$ cat src/rtl/clk_gate_pkg.sv
// Shared definitions for the clock-gating controller: state encoding and defaults.
package clk_gate_pkg;

    localparam int unsigned STATE_W          = 2;
    localparam int unsigned WAKE_CYCLES_DEF  = 2;
    localparam int unsigned IDLE_TIMEOUT_DEF = 4;
    localparam int unsigned CNT_W_DEF        = 4;

    typedef enum logic [STATE_W-1:0] {
        OFF       = 2'b00,
        WAKE      = 2'b01,
        ON        = 2'b10,
        IDLE_WAIT = 2'b11
    } state_t;

    // Gate enable is high in every state except OFF.
    function automatic logic clk_en_of(input state_t s);
        return (s != OFF);
    endfunction

    // Acknowledge is high only while the clock is running and not winding down.
    function automatic logic ack_of(input state_t s);
        return (s == ON);
    endfunction

endpackage

$ cat src/rtl/clk_gate_ctrl.sv
// Clock-gating controller: wakes the gated clock on request, holds ACK low
// through a settling window, and shuts the clock off after a run of idle cycles.
module clk_gate_ctrl
    import clk_gate_pkg::*;
#(
    parameter int unsigned WAKE_CYCLES  = WAKE_CYCLES_DEF,
    parameter int unsigned IDLE_TIMEOUT = IDLE_TIMEOUT_DEF,
    parameter int unsigned CNT_W        = CNT_W_DEF
) (
    input  logic               CLK,
    input  logic               RST,
    input  logic               REQ,
    input  logic               BUSY,
    input  logic               FORCE_ON,
    output logic               CLK_EN,
    output logic               ACK,
    output logic [STATE_W-1:0] STATE
);

    localparam logic [CNT_W-1:0] WAKE_LOAD = CNT_W'(WAKE_CYCLES - 1);
    localparam logic [CNT_W-1:0] IDLE_LOAD = CNT_W'(IDLE_TIMEOUT - 1);

    state_t           state;
    state_t           state_nxt;
    logic [CNT_W-1:0] cnt;
    logic [CNT_W-1:0] cnt_nxt;
    logic             wake;
    logic             idle;

    assign wake = REQ | FORCE_ON;
    assign idle = ~REQ & ~BUSY & ~FORCE_ON;

    // Next-state and shared down-counter update.
    always_comb begin
        state_nxt = state;
        cnt_nxt   = cnt;
        case (state)
            OFF: begin
                if (wake) begin
                    state_nxt = WAKE;
                    cnt_nxt   = WAKE_LOAD;
                end
            end
            WAKE: begin
                // Wake always runs to completion so the enable never toggles mid-window.
                if (cnt == '0) begin
                    state_nxt = ON;
                end else begin
                    cnt_nxt = cnt - CNT_W'(1);
                end
            end
            ON: begin
                if (idle) begin
                    state_nxt = IDLE_WAIT;
                    cnt_nxt   = IDLE_LOAD;
                end
            end
            IDLE_WAIT: begin
                // Activity wins over timeout; clock never stopped so no wake window.
                if (!idle) begin
                    state_nxt = ON;
                end else if (cnt == '0) begin
                    state_nxt = OFF;
                end else begin
                    cnt_nxt = cnt - CNT_W'(1);
                end
            end
            default: begin
                state_nxt = OFF;
                cnt_nxt   = '0;
            end
        endcase
    end

    // State, counter and outputs registered from the next state so CLK_EN is glitch-free.
    always_ff @(posedge CLK or negedge RST) begin
        if (!RST) begin
            state  <= OFF;
            cnt    <= '0;
            CLK_EN <= 1'b0;
            ACK    <= 1'b0;
        end else begin
            state  <= state_nxt;
            cnt    <= cnt_nxt;
            CLK_EN <= clk_en_of(state_nxt);
            ACK    <= ack_of(state_nxt);
        end
    end

    assign STATE = state;

endmodule

$ cat config.mk
export PLATFORM = sky130hd
export DESIGN_NAME = clk_gate_ctrl
export DESIGN_NICKNAME = d
export VERILOG_FILES = /design/src/rtl/clk_gate_pkg.sv /design/src/rtl/clk_gate_ctrl.sv
export SDC_FILE = /design/constraint.sdc
export NUM_CORES = 1
export LEC_CHECK = 0
export CAP_MARGIN = 20
export CORE_AREA = 2 2 39 41
export CTS_CLUSTER_DIAMETER = 150
export DETAILED_ROUTE_END_ITERATION = 8
export DIE_AREA = 0 0 41 43
export PLACE_DENSITY = 0.62
export SLEW_MARGIN = 20
export SYNTH_ARGS = -nofsm -noshare
export SYNTH_HDL_FRONTEND = slang
export SYNTH_SLANG_ARGS = --single-unit
$ cat constraint.sdc
create_clock -name CLK -period 2.6 [get_ports CLK]
set_clock_uncertainty 0.15 [all_clocks]
set_input_delay 0.65 -clock CLK [delete_from_list [all_inputs] [get_ports CLK]]
set_output_delay 0.65 -clock CLK [all_outputs]
set_load 0.01 [all_outputs]
### Yosys cells after proc, flatten, opt, wreduce, memory -nomap -nowiden

Cells that the tools add are included.

* logic and storage cells: 33
* register bits: 8
* output and inout port bits: 4
* input bits: 5

* multiplexer cells: 11
* reductions and logical operators: 4
* eq/ne operators: 7
* $add $sub $neg: 1
* bitwise operators: 6

Operators by type and width (count)
* 4-bit 2-to-1 mux: 4
* 4-bit case mux with 4 select lines: 1
* 2-bit 2-to-1 mux: 5
* 2-bit case mux with 4 select lines: 1
* 2-bit == test, second input constant: 3
* 2-bit inequality test, second input constant: 3
* 4-bit zero test: 1
* 4-bit by 1-bit subtractor with 4-bit output, second input constant: 1
* 1-bit NOT: 3
* 3-bit AND reduction: 1
* 1-bit bitwise AND: 2
* 2-bit by 1-bit == test with 1-bit output, second input constant: 1
* 2-bit zero test: 1
* 2-bit nonzero test: 1
* 1-bit bitwise OR: 1

### Longest topological paths before layout

Gate-level depths: netlist of the first run.

* depth after elaboration: 6
* mapped depth: 5
* depth with buffers taken out: 5

### Worst setup path after synthesis of the first run

Ideal clock, no wire load.

* path type: input to register
* from: input port REQ
* to: register cnt[0]
* path slack: 742 ps
* data arrival time: 1583 ps
* library setup time: 125 ps
* buffers on the path: 0
* cell stages on the path: 3
* data required time: 2325 ps
* cells stage by stage: o31a_1 -> nor3_2 -> mux2_2

* longest elaborated chain between the ends: 5
* elaborated cells between the ends (all ways): 8
* classes of those cells: 3 x eq/ne; 4 x bitwise; 1 x reduce/logical

Ends and longest elaborated chain
* from (decl): line clk_gate_ctrl.sv:12 `input logic REQ,`
* 1-bit NOT: line clk_gate_ctrl.sv:31 `assign idle = ~REQ & ~BUSY & ~FORCE_ON;`
* 1-bit bitwise AND (2 in series): line clk_gate_ctrl.sv:31
* 2-bit inequality test (no source line)
* 3-bit AND reduction (no source line) (*)
* to (signal assigned): line clk_gate_ctrl.sv:84 `cnt <= cnt_nxt;`
* to (decl): line clk_gate_ctrl.sv:25 `logic [CNT_W-1:0] cnt;`

Mark *: on every way between the ends. The rest lies on a longest branch, timed or not.
A chain may end at the register's enable or synchronous reset.

### Final worst setup path of the first run

* from: register state[0], in the netlist STATE[0]
* to: output port STATE[0]

RTL lines
* from (decl): line clk_gate_ctrl.sv:23 `state_t state;`
* from (signal assigned): line clk_gate_ctrl.sv:83 `state <= state_nxt;`
* to (decl): line clk_gate_ctrl.sv:17 `output logic [STATE_W-1:0] STATE`

No word-level cell between the ends.

==> flow_metrics.tcl, run 1 <==
set metrics [dict create \
    status "completed" \
    antenna_left 0 \
    first_pass_iters 1 \
    regArea_um2 200.2 \
    routedWlPerCell_um 11.88 \
    rsz0062_at_grt "false" \
    pin_count 9 \
    cts_buffer_depth 2 \
    r2r_slack_ns 0.77 \
    slew_headroom_pct 75.34 \
    min_period_ns 2.163 \
    worstPathCellList "clkdlybuf4s50_1" \
    setup-violations-final 0 \
    place_hpwl_um 655.3 \
    setup_slack_ns 0.4375 \
    coreArea_um2 1384 \
    nNetsFinal 61 \
    syn2layout_area_growth_pct 30.55 \
    arrival_ns 1.36 \
    crit_type "reg -> out" \
    final.setup.tns_ns 0 \
    vias_per_cell 5.000 \
    path_max_fanout 10 \
    pre_cts_ws_ns 0.2088 \
    cts_resized 0 \
    period_share_pct 83.17 \
    overflow 0 \
    crit_start "STATE[0]" \
    place_inst 65 \
    cts_buffers 3 \
    die_w_um 41 \
    leakagePower_nw 0.2401 \
    syn_inst 40 \
    cts-hold-fix-buffers 0 \
    syn_avg_cell_area_um2 10.85 \
    multi_input_area_um2 217.7 \
    drc 0 \
    endpoint "STATE[0]" \
    hold_viol 0 \
    timing.rr.start "cnt[0]" \
    cts_tree "yes" \
    rows 14 \
    total_power_uw 313.9 \
    slowest_stage "clkdlybuf4s50_1" \
    antenna_found_initial 0 \
    cts_setup_buffers 0 \
    vias 340 \
    cpPeakStageDelay_ns 0.60 \
    insertion_delay_ns 0.25 \
    grt_pass1_wl_um 1297 \
    clk_pin_slew_ns 0.05 \
    ys_ff_latch 8 \
    drive_above_1_share_pct 25.00 \
    synth_fp_nets 47 \
    worstMarginPinSlew_ns 0.3648 \
    grt_use_total_pct 11.23 \
    dieArea_um2 1763 \
    ys_types 23 \
    r2r-end "cnt[0]" \
    io_buffers 8 \
    end_kind "primary output" \
    cp_top_family "buffers and inverters" \
    slew_violations 0 \
    dieHeight_um 43 \
    cp_num_cells 1 \
    cts.sinks 8 \
    start_kind "flop" \
    ys_warn_count 0 \
    gp_congestion 0.7449 \
    nFillCells 143 \
    grt_max_degree 11 \
    worst_hold_path_type "reg -> reg" \
    fmax_mhz 462.4 \
    synth_area_um2 434.2 \
    cts-htree-levels 1 \
    drt-total-wl_um 808 \
    max_cap_viol_count 0 \
    path_buf_inv 1 \
    hold_start "cnt[1]" \
    vdd_ir_drop_max_uv 241.2 \
    antennaDiodeCount 0 \
    root_buffer "clkbuf_4" \
    reg2reg_depth 5 \
    utilization_pct 40.96 \
    grt_pass1_vias 329 \
    cp.required_ns 1.80 \
    start_util_pct 31.37 \
    final_cell_count_no_fill 68 \
    dr.first_iter.drc_count 0 \
    p_per_area_nw_per_um2 553.7 \
    synth-seq-area-share_pct 46.11 \
]
==> flip-flops by register name (all words and copies together) (netlist names) <==
name	count
STATE	2
ACK	1
CLK_EN	1
cnt	4
==> report_power, final <==
part / leakage [nW] / switching, mW / internal, mW
Clock: 0.0138 / 0.0382 / 0.0525
Sequential: 0.0868 / 0.0180 / 0.142
Combinational: 0.139 / 0.0278 / 0.0354
Total: 0.240 / 0.0840 / 0.230
==> synth_stat cells, drive strengths merged <==
library cell | n | share of area, %
a21o | 1 | 2.0
a21oi | 2 | 2.3
a31oi | 1 | 1.4
and4bb | 1 | 2.9
buf | 1 | 1.2
dfrtp | 8 | 46
ha | 2 | 5.8
inv | 3 | 2.6
mux2 | 2 | 5.2
nand2 | 2 | 1.7
nand3 | 2 | 2.3
nor2 | 4 | 3.5
nor2b | 1 | 1.4
nor3 | 1 | 2.3
nor4 | 1 | 4.9
nor4b | 1 | 2.0
o21ai | 1 | 1.2
o31a | 2 | 4.3
or3 | 2 | 3.2
or3b | 1 | 2.0
or4 | 1 | 1.7
==> how the worst min path moves through the flow <==
stage / endpoint / slack [ns] / cells past startpoint
after floorplan: ACK / 0.20 / 0
after global placement: cnt[1] / 0.38 / 1
after detailed placement: cnt[1] / 0.38 / 1
after CTS: cnt[1] / 0.40 / 1
after global routing: cnt[1] / 0.41 / 1
final: cnt[1] / 0.40 / 1
==> cell usage in the layout (no fill, tap or decap), drive strengths merged <==
cell type / n
a21o: 1
a21oi: 2
a31oi: 1
and4bb: 1
buf: 2
clkbuf: 3
clkdlybuf4s50: 8
dfrtp: 8
ha: 2
inv: 3
mux2: 2
nand2: 2
nand3: 2
nor2: 4
nor2b: 1
nor3: 1
nor4: 1
nor4b: 1
o21ai: 1
o31a: 2
or3: 2
or3b: 1
or4: 1
==> logic make-up (layout without fill, tap and decap cells) <==
kind of cell | Yosys count | count (layout) | synth area share (%)
simple gates | 17 | 17 | 27.96
flops | 8 | 8 | 46.11
compound gates | 7 | 7 | 11.24
buf+inv | 4 | 16 | 3.745
fa+ha+maj | 2 | 2 | 5.763
mux | 2 | 2 | 5.187
==> layout make-up <==
cell class | instances | area share (%)
Tap cell | 16 | 3.532
Inverter | 3 | 1.987
Sequential cell | 8 | 35.32
Multi-Input combinational cell | 28 | 38.41
Timing Repair Buffer | 10 | 16.78
Clock buffer | 3 | 3.974
==> stage by stage <==
step           instance area, µm²  hold WS (ns)
6_report                    566.8        0.3959
2_1_floorplan               434.2        0.2044
5_1_grt                     566.8        0.4068
3_5_place_dp                544.3        0.3847
3_3_place_gp                544.3        0.3814
4_1_cts                     566.8        0.3962
==> layer usage <==
layer	track usage, %	wire length [µm]	up-vias
met5	0	0	-
met4	2.000	0	0
met3	7.853	65	0
met2	17.19	387	12
met1	12.54	355	159
li1	-	-	169
No activity file was read; power rests on OpenSTA's default activity.
==> run 2: changes to the inputs <==
==> constraint.sdc (replaced) <==
create_clock -name CLK -period 2.2 [get_ports CLK]
set_clock_uncertainty 0.15 [all_clocks]
set_input_delay 0.55 -clock CLK [delete_from_list [all_inputs] [get_ports CLK]]
set_output_delay 0.55 -clock CLK [all_outputs]
set_load 0.01 [all_outputs]
==> run 2 against run 1 <==
Net effect:
- combinational power increased by 22%
- final cell count is 2.9% higher
- hold slack lost 0.0010 ns
- clock power is 28% higher
- die area unchanged
- power rose by 22%
- final area is 2.6% higher
- worst setup slack got worse by 0.32 ns
- core utilization is 1.1 points higher
- clock-buffer cell count stayed put
- non-clock buffer count grew 2
- register-to-register slack lost 0.36 ns
- highest routed layer is now met4
==> flow_metrics.tcl, run 2 (synthesis gave the netlist of run 1 again) <==
set metrics [dict create \
    start_util_pct 31.37 \
    cts-hold-fix-buffers 0 \
    drt-total-wl_um 884 \
    antennaDiodeCount 0 \
    vias 346 \
    cp.required_ns 1.50 \
    grt_pass1_wl_um 1442 \
    end_kind "primary output" \
    routedWlPerCell_um 12.63 \
    antenna_left 0 \
    grt_use_total_pct 12.77 \
    max_cap_viol_count 0 \
    utilization_pct 42.04 \
    gp_congestion 0.7111 \
    root_buffer "clkbuf_4" \
    start_kind "flop" \
    met3_length_um 50 \
    syn2layout_area_growth_pct 34.01 \
    pin_count 9 \
    slowest_stage "clkdlybuf4s50_1" \
    insertion_delay_ns 0.26 \
    period_share_pct 94.57 \
    cts_tree "yes" \
    p_per_area_nw_per_um2 656.9 \
    antenna_found_initial 0 \
    final_cell_count_no_fill 70 \
    status "completed" \
    coreArea_um2 1384 \
    cts_setup_buffers 0 \
    rsz0062_at_grt "false" \
    largest_reg_flops 4 \
    vdd_ir_drop_max_uv 201.9 \
    cts_resized 0 \
    drive_above_1_share_pct 27.78 \
    vias_per_cell 4.943 \
    dieArea_um2 1763 \
    overflow 0 \
    io_buffers 8 \
    fmax_mhz 480.6 \
    first_pass_iters 2 \
    worstPathCellList "clkdlybuf4s50_1" \
    slew_violations 0 \
    wl_met1_um 382 \
    cts-htree-levels 1 \
    dr.first_iter.drc_count 7 \
    setup-violations-final 0 \
    die_w_um 41 \
    slew_headroom_pct 74.96 \
    cts_buffer_depth 2 \
    cpPeakStageDelay_ns 0.60 \
    hold_viol 0 \
    nNetsFinal 63 \
    path_max_fanout 10 \
    place_hpwl_um 683 \
    arrival_ns 1.38 \
    crit_type "reg -> out" \
    leakagePower_nw 0.2501 \
    drc 0 \
    place_inst 67 \
    grt_max_degree 11 \
    clk_pin_slew_ns 0.06 \
    top_layer "met4" \
    largest-register "cnt" \
    worstMarginPinSlew_ns 0.3744 \
    route.met2.wl_um 443 \
    cp_top_family "buffers and inverters" \
    dieHeight_um 43 \
    cts_buffers 3 \
    rows 14 \
    final.setup.tns_ns 0 \
    layout_common_cells "dfrtp_1 (8), clkdlybuf4s50_1 (8), nor2_1 (4), buf_4 (4)" \
    path_buf_inv 1 \
    nFillCells 137 \
    worst_hold_path_type "reg -> reg" \
    grt_pass1_vias 356 \
    cts.sinks 8 \
    min_period_ns 2.081 \
]
[run 2: final timing paths]
kind	startpoint	to	slack (ns)	cells after the start
worst max-delay path	STATE[0]	STATE[0]	0.12	1
worst min-delay path	cnt[1]	cnt[1]	0.39	1
worst max register to register	cnt[0]	cnt[0]	0.41	5
worst min register to register	cnt[1]	cnt[1]	0.39	1
max in group asynchronous	RST	CLK_EN	1.20	1
min in group asynchronous	RST	cnt[3]	0.42	1
[run 2: area by class of cell]
cell class / count / area [µm²] / share of cell area (%)
flip-flops and latches: 8 / 200.2 / 34.41
inverters: 3 / 11.26 / 1.935
well taps: 16 / 20.02 / 3.441
multi-input cells: 28 / 217.7 / 37.42
repair buffers: 12 / 110.1 / 18.92
clock buffers: 3 / 22.52 / 3.871
[run 2: routing by layer]
layer | GRT usage, % | vias to the layer above
li1 | - | 175
met1 | 14.24 | 159
met2 | 19.38 | 10
met3 | 3.141 | 2
met4 | 10.00 | 0
met5 | 0 | -
[run 2: through the flow]
| stage | setup WS, ns | hold WS, ns | power, mW | area (µm²) |
|---|---|---|---|---|
| 3_5_place_dp | -0.03070 | 0.3740 | 0.2694 | 559.3 |
| 6_report | 0.1194 | 0.3949 | 0.3822 | 581.8 |
| 5_1_grt | 0.06728 | 0.4036 | 0.4076 | 581.8 |
| 2_1_floorplan | 0.4425 | 0.1044 | 0.2301 | 434.2 |
| 4_1_cts | 0.1102 | 0.3872 | 0.3883 | 581.8 |
| 3_3_place_gp | -0.02361 | 0.3766 | 0.2669 | 559.3 |
[run 2: power breakdown]
group / total (mW) / switching (mW) / leakage [nW] / internal, mW
Sequential: 0.189 / 0.0213 / 0.0868 / 0.168
Clock: 0.116 / 0.0536 / 0.0138 / 0.0627
Combinational: 0.0771 / 0.0326 / 0.150 / 0.0445
